**src/rtl/router_pkg.sv**
```systemverilog
// Shared types and constants for the 1x3 router (FSM, synchronizer, register block, FIFO).
// Latency: none, declarations only.
// Backpressure: not applicable.
package router_pkg;

    localparam int ADDR_W    = 2;
    localparam int NUM_PORTS = 3;

    localparam logic [ADDR_W-1:0] INVALID_ADDR = 2'b11;

    // Packet-control FSM state encoding, 3 bits, all 8 codes assigned.
    typedef logic [2:0] state_t;

    localparam state_t DECODE_ADDRESS     = 3'd0;
    localparam state_t LOAD_FIRST_DATA    = 3'd1;
    localparam state_t LOAD_DATA          = 3'd2;
    localparam state_t FIFO_FULL_STATE    = 3'd3;
    localparam state_t LOAD_AFTER_FULL    = 3'd4;
    localparam state_t LOAD_PARITY        = 3'd5;
    localparam state_t CHECK_PARITY_ERROR = 3'd6;
    localparam state_t WAIT_TILL_EMPTY    = 3'd7;

    // Pick one per-port flag by destination; the invalid address selects nothing.
    function automatic logic port_sel(input logic [NUM_PORTS-1:0] flags,
                                      input logic [ADDR_W-1:0]    addr);
        logic r;
        r = 1'b0;
        case (addr)
            2'd0:    r = flags[0];
            2'd1:    r = flags[1];
            2'd2:    r = flags[2];
            default: r = 1'b0;
        endcase
        return r;
    endfunction

endpackage

```
**src/rtl/router_fsm.sv**
```systemverilog
// Packet-control FSM of the 1x3 router: decodes the header, sequences header/payload/parity loads.
// Latency: Moore machine, outputs decode from the state register with no extra delay.
// Backpressure: busy holds the source during header load, full stall, parity and busy-destination wait.
module router_fsm
    import router_pkg::*;
(
    input  logic              clk,
    input  logic              rst,
    input  logic              pkt_valid,
    input  logic [ADDR_W-1:0] din,
    input  logic              parity_done,
    input  logic              low_pkt_valid,
    input  logic              fifo_full,
    input  logic              fifo_empty_0,
    input  logic              fifo_empty_1,
    input  logic              fifo_empty_2,
    input  logic              soft_reset_0,
    input  logic              soft_reset_1,
    input  logic              soft_reset_2,
    output logic              busy,
    output logic              detect_addr,
    output logic              lfd_state,
    output logic              ld_state,
    output logic              laf_state,
    output logic              full_state,
    output logic              write_enb_reg,
    output logic              rst_int_reg
);

    state_t            state;
    state_t            next_state;
    logic [ADDR_W-1:0] tgt;

    logic [NUM_PORTS-1:0] fifo_empty_vec;
    logic [NUM_PORTS-1:0] soft_reset_vec;
    logic                 empty_din;
    logic                 empty_tgt;
    logic                 soft_reset_tgt;

    assign fifo_empty_vec = {fifo_empty_2, fifo_empty_1, fifo_empty_0};
    assign soft_reset_vec = {soft_reset_2, soft_reset_1, soft_reset_0};

    // The header decision looks at the live address; later states use the latched target.
    assign empty_din      = port_sel(fifo_empty_vec, din);
    assign empty_tgt      = port_sel(fifo_empty_vec, tgt);
    assign soft_reset_tgt = port_sel(soft_reset_vec, tgt);

    // State register and destination latch; reset discards any packet in flight.
    always_ff @(posedge clk) begin
        if (!rst) begin
            state <= DECODE_ADDRESS;
            tgt   <= '0;
        end else begin
            state <= next_state;
            if (state == DECODE_ADDRESS && pkt_valid) begin
                tgt <= din;
            end
        end
    end

    // Next-state logic; a soft reset on the target port aborts the packet from any active state.
    always_comb begin
        next_state = state;
        case (state)
            DECODE_ADDRESS: begin
                if (pkt_valid && din != INVALID_ADDR) begin
                    next_state = empty_din ? LOAD_FIRST_DATA : WAIT_TILL_EMPTY;
                end
            end
            LOAD_FIRST_DATA: next_state = LOAD_DATA;
            LOAD_DATA: begin
                if (fifo_full) begin
                    next_state = FIFO_FULL_STATE;
                end else if (!pkt_valid) begin
                    next_state = LOAD_PARITY;
                end
            end
            FIFO_FULL_STATE: begin
                if (!fifo_full) begin
                    next_state = LOAD_AFTER_FULL;
                end
            end
            LOAD_AFTER_FULL: begin
                if (parity_done) begin
                    next_state = DECODE_ADDRESS;
                end else if (low_pkt_valid) begin
                    next_state = LOAD_PARITY;
                end else begin
                    next_state = LOAD_DATA;
                end
            end
            LOAD_PARITY: next_state = CHECK_PARITY_ERROR;
            CHECK_PARITY_ERROR: begin
                next_state = fifo_full ? FIFO_FULL_STATE : DECODE_ADDRESS;
            end
            WAIT_TILL_EMPTY: begin
                if (empty_tgt) begin
                    next_state = LOAD_FIRST_DATA;
                end
            end
            default: next_state = DECODE_ADDRESS;
        endcase

        if (state != DECODE_ADDRESS && soft_reset_tgt) begin
            next_state = DECODE_ADDRESS;
        end
    end

    // Moore output decode; anything not named for a state stays low.
    always_comb begin
        busy          = 1'b0;
        detect_addr   = 1'b0;
        lfd_state     = 1'b0;
        ld_state      = 1'b0;
        laf_state     = 1'b0;
        full_state    = 1'b0;
        write_enb_reg = 1'b0;
        rst_int_reg   = 1'b0;
        case (state)
            DECODE_ADDRESS: detect_addr = 1'b1;
            LOAD_FIRST_DATA: begin
                lfd_state = 1'b1;
                busy      = 1'b1;
            end
            LOAD_DATA: begin
                ld_state      = 1'b1;
                write_enb_reg = 1'b1;
            end
            FIFO_FULL_STATE: begin
                full_state = 1'b1;
                busy       = 1'b1;
            end
            LOAD_AFTER_FULL: begin
                laf_state     = 1'b1;
                write_enb_reg = 1'b1;
                busy          = 1'b1;
            end
            LOAD_PARITY: begin
                write_enb_reg = 1'b1;
                busy          = 1'b1;
            end
            CHECK_PARITY_ERROR: begin
                rst_int_reg = 1'b1;
                busy        = 1'b1;
            end
            WAIT_TILL_EMPTY: busy = 1'b1;
            default: detect_addr = 1'b1;
        endcase
    end

endmodule

```
**config.mk**
```make
export PLATFORM = sky130hd
export DESIGN_NAME = router_fsm
export DESIGN_NICKNAME = d
export VERILOG_FILES = /design/src/rtl/router_pkg.sv /design/src/rtl/router_fsm.sv
export SDC_FILE = /design/constraint.sdc
export NUM_CORES = 1
export LEC_CHECK = 0
export ABC_AREA = 1
export BUFFER_PORTS_ARGS = -buffer_cell sky130_fd_sc_hd__buf_4
export CORE_AREA = 2 2 39 41
export DETAILED_ROUTE_END_ITERATION = 6
export DIE_AREA = 0 0 41 43
export PLACE_DENSITY = 0.65
export SYNTH_ARGS = -nofsm -noshare
export SYNTH_HDL_FRONTEND = slang
export SYNTH_SLANG_ARGS = --single-unit
```
**constraint.sdc**
```tcl
create_clock -name clk -period 1.72 [get_ports clk]
set_clock_uncertainty 0.15 [all_clocks]
set_input_delay 0 -clock clk [delete_from_list [all_inputs] [get_ports clk]]
set_output_delay 0 -clock clk [all_outputs]
set_load 0.02 [all_outputs]
```
==> After elaboration in Yosys (flattened, before gate mapping) <==
Index checks and enable logic that the tools add are counted.
{ "totals": {"register_bits": 5, "out_inout_bits": 8, "wordCells": 51} }
{ "op_classes": {"n_eq_ne": 16, "mux": 21, "bitwise_logic": 1, "n_reduce_logical": 11} }
{ "op_table": {"columns": ["op", "n"], "rows": [
  ["$mux 3", 8],
  ["$pmux 3 s8", 1],
  ["$eq 3x3->1 const B", 4],
  ["$pmux 1 s3", 3],
  ["$mux 1", 8],
  ["$eq 3x2->1 const B", 2],
  ["$ne 2x2->1 const B", 3],
  ["$reduce_or 6->1", 1],
  ["$eq 2x1->1 const B", 2],
  ["$eq 2x2->1 const B", 2],
  ["$logic_not 2->1", 2],
  ["$reduce_and 4->1", 1],
  ["$eq 3x1->1 const B", 1],
  ["$logic_and 1x1->1", 3],
  ["$logic_not 3->1", 1],
  ["$ne 3x3->1 const B", 1],
  ["$reduce_bool 3->1", 1],
  ["$reduce_or 3->1", 1],
  ["$mux 2", 1],
  ["$ne 2x1->1 const B", 1],
  ["$reduce_or 2->1", 1],
  ["$not 1->1", 1]
]} }

==> Logic depth before layout (Yosys ltp) <==
Gate-level depths: netlist of the first run.
{ "depth": {"ltp_word": 5, "depth_mapped": 10} }

==> Least setup slack after synthesis of the first run <==
No wires, ideal clock.
{ "synth_path": {"kind": "register to register", "start": "reg state[0]", "end": "reg state[0]", "arrival_time_ps": 1139, "t_required_ps": 1506, "path_slack_ps": 367, "path_stages_with_launch": 9, "cell_sequence": "dfxtp_1 buf_6 clkinv_4 nand2_1 nor2_1 nand2_1 nand4_1 nor2_1 nor2_1"} }
{ "synth_between": {"elab_chain_cells": 3} }
{ "synth_rtl": {"columns": ["element", "line_no", "rtl"], "rows": [
  ["start: declaration", "router_fsm.sv:30", "state_t state;"],
  ["start signal: assignment", "router_fsm.sv:54", "state <= next_state;"],
  ["$eq 3x2->1, or another cell as far along", "router_fsm.sv:64", "case (state)"],
  ["$ne 3x3->1 (no source line), or another cell as far along", null, null],
  ["$reduce_and 4->1 (no source line) / $reduce_or 2->1 (equally long branches)", null, null]
]} }
Several ways; a longest one is shown, not always the timed one.
A chain may end at the register's enable or synchronous reset.

==> Final worst setup path of the first run <==
{ "layout_path": {"start": "reg state[1]", "end": "out write_enb_reg"} }
{ "layout_between": {"elab_chain_cells": 3} }
{ "layout_rtl": {"columns": ["element", "line_no", "rtl"], "rows": [
  ["$eq 3x3->1 / $eq 3x2->1 (equally long branches)", "router_fsm.sv:119", "case (state)"],
  ["$reduce_or 3->1 (no source line) *", null, null],
  ["$mux 1 *", "router_fsm.sv:119", null],
  ["end: declaration", "router_fsm.sv:26", "output logic write_enb_reg,"]
]} }
Mark *: on every way between the ends. The rest lies on a longest branch, timed or not.

==> results of run 1 <==
## tightest hold or removal path: cells and delay by family
family,cells,cell delay [ps]
buffers and inverters,1,110
AND/OR/NAND/NOR,4,260
## cell type report
| cell class | count | area [µm²] |
|---|---|---|
| timing repair buffer | 26 | 205 |
| fill | 152 | 632 |
| tap | 16 | 20.0 |
| inverter | 16 | 70.1 |
| clock buffer | 4 | 26.3 |
| sequential | 5 | 100 |
| multi-input combinational | 65 | 330 |
## logic make-up after synthesis
logic type	count (synthesis)	share of synthesized area [%]
AND/OR/NAND/NOR	59	55.0
buffers and inverters	19	19.4
AO/OA/AOI/OAI	6	6.79
flip-flops	5	18.7
## worst max-delay path by stage
| stage | cells past startpoint | slack (ps) | to |
|---|---|---|---|
| CTS | 6 | 180 | write_enb_reg |
| global route | 6 | 70 | write_enb_reg |
| floorplan | 8 | 370 | state[0] |
| global placement | 9 | 280 | state[1] |
| detailed placement | 9 | 280 | state[1] |
| finish | 5 | 180 | write_enb_reg |
## registers in the layout (all words and copies together), names as in the netlist
name,flops
state,3
tgt,2
## cell usage after synthesis (all sizes together)
library cell,n,area (µm²)
nor2,18,88.8
buf,3,33.8
clkinv,2,17.5
o21ai,2,10.0
nand4,4,25.0
dfxtp,5,100
nand2,15,63.8
a21boi,1,11.3
nand2b,1,6.26
nand3,21,110
inv,14,52.6
a21oi,3,15.0
## per-stage QoR
stage | hold WS, ps | setup WS [ps] | instance area [µm²] | utilization [%]
floorplan | -11.6 | 367 | 534 | -
global placement | 148 | 278 | 686 | 49.5
detailed placement | 145 | 276 | 686 | 49.5
CTS | 3.22 | 181 | 752 | 54.3
global route | 41.1 | 72.9 | 752 | 54.3
finish | 6.07 | 181 | 752 | 54.3
## power breakdown
part	switching, mW	leakage [nW]	internal [mW]
clock	0.0528	0.0150	0.0880
sequential	0.0728	0.0414	0.156
combinational	0.400	0.353	0.279
## metal layers
metal	track usage [%]	share of wire, %	vias to the layer above
met4	6.00	1.4	0
met3	3.14	5.0	2
met1	19.3	38	297
li1	-	-	339
met5	0	0	-
met2	31.9	55	19
==> impl_metrics.tcl, run 1 <==
set metrics [dict create \
    power-per-cell-area_mw_per_mm2 1390 \
    via_count 657 \
    tightest_slew_ps 423 \
    crit_required_ps 1570 \
    cts-buffers-inserted 3 \
    cts_sinks 5 \
    io_pins 22 \
    setup_tns_ps 0 \
    drt-wirelength-per-cell_um 9.95 \
    drv_slew 0 \
    max_slew_margin_pct 71.8 \
    die_area_mm2 0.00176 \
    synth_cell_type_count 17 \
    cts_max_level 1 \
    cts-root-buf "clkbuf_4" \
    leakagePower_nw 0.409 \
    cts_hold_buf 4 \
    r2r.worst_path.cells 7 \
    r2r_start "state[1]" \
    hold-path-cell-count 5 \
    clk_latency_ps 250 \
    grt_max_degree 10 \
    synth-seq-area-share_pct 18.7 \
    peakVddDrop_uv 533 \
    path_clk_slew_ps 50 \
    worst-setup-path-type "flop to output port" \
    arrival_ps 1390 \
    diodes 0 \
    worstHoldStart "fifo_full" \
    cts_tree "yes" \
    firstDrtPassIters 4 \
    syn_nets 103 \
    fp.dieW_um 41 \
    clk_path_buf_depth 2 \
    drt_iter0_drc 4 \
    netlist_area_um2 534 \
    mostFrequentLayoutCells "buf_4 (22), nand3_1 (20), nor2_1 (15)" \
    num-nets-final 131 \
    cts_setup_buffers 0 \
    path_cells "nand2_1 > nor2_2 > nor2_1 > nand2_1 > buf_4" \
    gp_congestion 0.745 \
    cts.repair.resized 0 \
    end_kind "output port" \
    worst_setup_path_start_kind "flop" \
    min_period_over_period_pct 89.5 \
    wl_um 1310 \
    port_buffers 21 \
    drive_gt1_share_pct 31.0 \
    yosysWarnings 0 \
    drc 0 \
    grt_pass1_vias 580 \
    crit_buf_inv 1 \
    slowest_delay_ps 570 \
    area.growth.synth_to_final_pct 40.7 \
    crit_top_cell "nand2_1" \
    hp-class "input port to flop" \
    start_util_pct 38.6 \
    period_needed_ps 1540 \
    postSynthCellCount 89 \
    grt_first_pass_wirelength_um 2190 \
    rrSetupSlack_ps 260 \
    final_cells 132 \
    r2r_end "state[2]" \
    maxCapViolations 0 \
    crit_family "flip-flops" \
    startpoint "state[1]" \
    design.core.area_mm2 0.00138 \
    placementRows 14 \
    antenna_found_initial 0 \
    hpwl_um 1100 \
    min_to "state[0]" \
    power.total_mw 1.05 \
    layout_commonest_cell "buf_4" \
    crit_path_max_fanout 9 \
    status "completed" \
    place_inst 124 \
    dieHeight_um 43 \
    slowest_stage "dfxtp_1" \
    track_usage_pct 17.8 \
    grt_overflow 0 \
    rsz0062_at_grt "false" \
    finalHoldViolCount 0 \
    ant_nets 0 \
    ys_ff_latch 5 \
    syn_avg_cell_area_um2 6.00 \
    fmax_ghz 0.650 \
    viasPerCell 4.98 \
    finalSetupViolations 0 \
]
Note: power is estimated with default switching activity, not from simulation.
==> run 2: changes to the inputs <==
- CORE_AREA: 2 2 39 41 -> 4 4 41 43
- DIE_AREA: 0 0 41 43 -> 0 0 45 47
- MAX_ROUTING_LAYER: not set -> met4
==> run 2 against run 1 <==
- first-iteration DRC count increased to 2.8 times the previous value
- critical path depth increased by 1
- sequential power about the same
- total power decreased by 0.42%
- sequential share of layout area about the same
- non-clock buffer count unchanged
- clock-buffer cell count unchanged
- final cell count decreased by 0.76%
- register-to-register slack about the same
- combinational power about the same
- largest power group unchanged
==> impl_metrics.tcl, run 2 (synthesis gave the netlist of run 1 again) <==
set metrics [dict create \
    tightest_slew_ps 346 \
    fmax_ghz 0.676 \
    hpwl_um 1120 \
    fp.dieW_um 45 \
    drive_gt1_share_pct 31.0 \
    placementRows 13 \
    final_area_um2 751 \
    diodes 0 \
    crit_required_ps 1570 \
    cts-buffers-inserted 3 \
    drc 0 \
    worst-setup-path-type "flop to output port" \
    grt_first_pass_wirelength_um 2170 \
    startpoint "state[0]" \
    leakagePower_nw 0.409 \
    via_count 623 \
    num-nets-final 131 \
    reg.largest.list "state x3, tgt x2" \
    crit_path_max_fanout 8 \
    status "completed" \
    antenna_found_initial 0 \
    ant_nets 0 \
    period_needed_ps 1480 \
    setup_tns_ps 0 \
    drt-wirelength-per-cell_um 10.1 \
    port_buffers 21 \
    io_pins 22 \
    cts_setup_buffers 0 \
    worst_setup_path_start_kind "flop" \
    peakVddDrop_uv 626 \
    power.total_mw 1.04 \
    cts_tree "yes" \
    grt_pass1_vias 586 \
    fin_ws_ps 240 \
    drv_slew 0 \
    mostFrequentLayoutCells "buf_4 (22), nand3_1 (20), nor2_1 (15)" \
    hp-class "input port to flop" \
    end_kind "output port" \
    rsz0062_at_grt "false" \
    drt_iter0_drc 11 \
    finalSetupViolations 0 \
    cts-root-buf "clkbuf_4" \
    endpoint "write_enb_reg" \
    rrSetupSlack_ps 270 \
    cts_max_level 1 \
    cts_sinks 5 \
    min_period_over_period_pct 86.0 \
    area.growth.synth_to_final_pct 40.5 \
    viasPerCell 4.76 \
    r2r_end "state[2]" \
    final_util_pct 57.7 \
    grt_max_degree 10 \
    maxCapViolations 0 \
    regMostFlops "state" \
    max_slew_margin_pct 76.9 \
    finalHoldViolCount 0 \
    clk_latency_ps 250 \
    layout_commonest_cell "buf_4" \
    clk_path_buf_depth 2 \
    dieHeight_um 47 \
    grt_overflow 0 \
    path_clk_slew_ps 40 \
    largest_reg_flops 3 \
    gp_congestion 0.774 \
    start_util_pct 41.1 \
    power-per-cell-area_mw_per_mm2 1390 \
    arrival_ps 1330 \
    r2r_start "state[2]" \
    wl_um 1320 \
    design.core.area_mm2 0.00130 \
    die_area_mm2 0.00212 \
    r2r.worst_path.cells 7 \
    track_usage_pct 14.8 \
    pre_cts_slack_ps 261 \
    placed_area_um2 684 \
    firstDrtPassIters 4 \
]
run 2: area by class of cell:
type / instances / area [µm²]
clock buffers: 4 / 26.3
multi-input cells: 65 / 330
inverters: 16 / 70.1
well taps: 15 / 18.8
flip-flops and latches: 5 / 100
fillers: 135 / 551
repair buffers: 26 / 205
run 2: critical path: stages, from the launching register on:
cell      delay, ps
dfxtp_1         510
clkinv_4        110
nand2_1         110
nor2_2           50
nor2_1          110
nand2_1          50
buf_4           150
run 2: report_power, final:
part | switching, mW | internal, mW | total (mW) | leakage (nW)
clock | 0.0525 | 0.0880 | 0.141 | 0.0150
combinational | 0.398 | 0.280 | 0.678 | 0.353
sequential | 0.0697 | 0.156 | 0.225 | 0.0414
total | 0.520 | 0.524 | 1.04 | 0.409
run 2: timing repair:
action                                 CTS  global route
endpoints found under the hold margin    3             0
resized for setup                        0             0
hold buffers                             4             0
run 2: routing by layer:
metal | global-route usage (%) | up-vias | part of all wire (%)
met2 | 29.1 | 18 | 53
li1 | - | 342 | -
met4 | 3.51 | 0 | 0.30
met1 | 13.2 | 261 | 39
met5 | - | - | 0
met3 | 5.75 | 2 | 7.6
run 2: metrics by stage:
stage | cells | hold slack [ps]
floorplan | 89 | -11.6
global placement | 123 | 143
detailed placement | 123 | 138
CTS | 131 | 15.0
global route | 131 | 19.1
finish | 131 | 9.03
run 2: how the worst min path moves through the flow:
| stage | startpoint | to | slack, ps | cells after the start |
|---|---|---|---|---|
| after floorplan | rst | tgt[0] | -10 | 2 |
| after global placement | rst | tgt[0] | 140 | 3 |
| after detailed placement | rst | tgt[0] | 140 | 3 |
| after CTS | fifo_full | state[0] | 10 | 5 |
| after global routing | fifo_full | state[0] | 20 | 5 |
| final | fifo_full | state[0] | 9 | 5 |
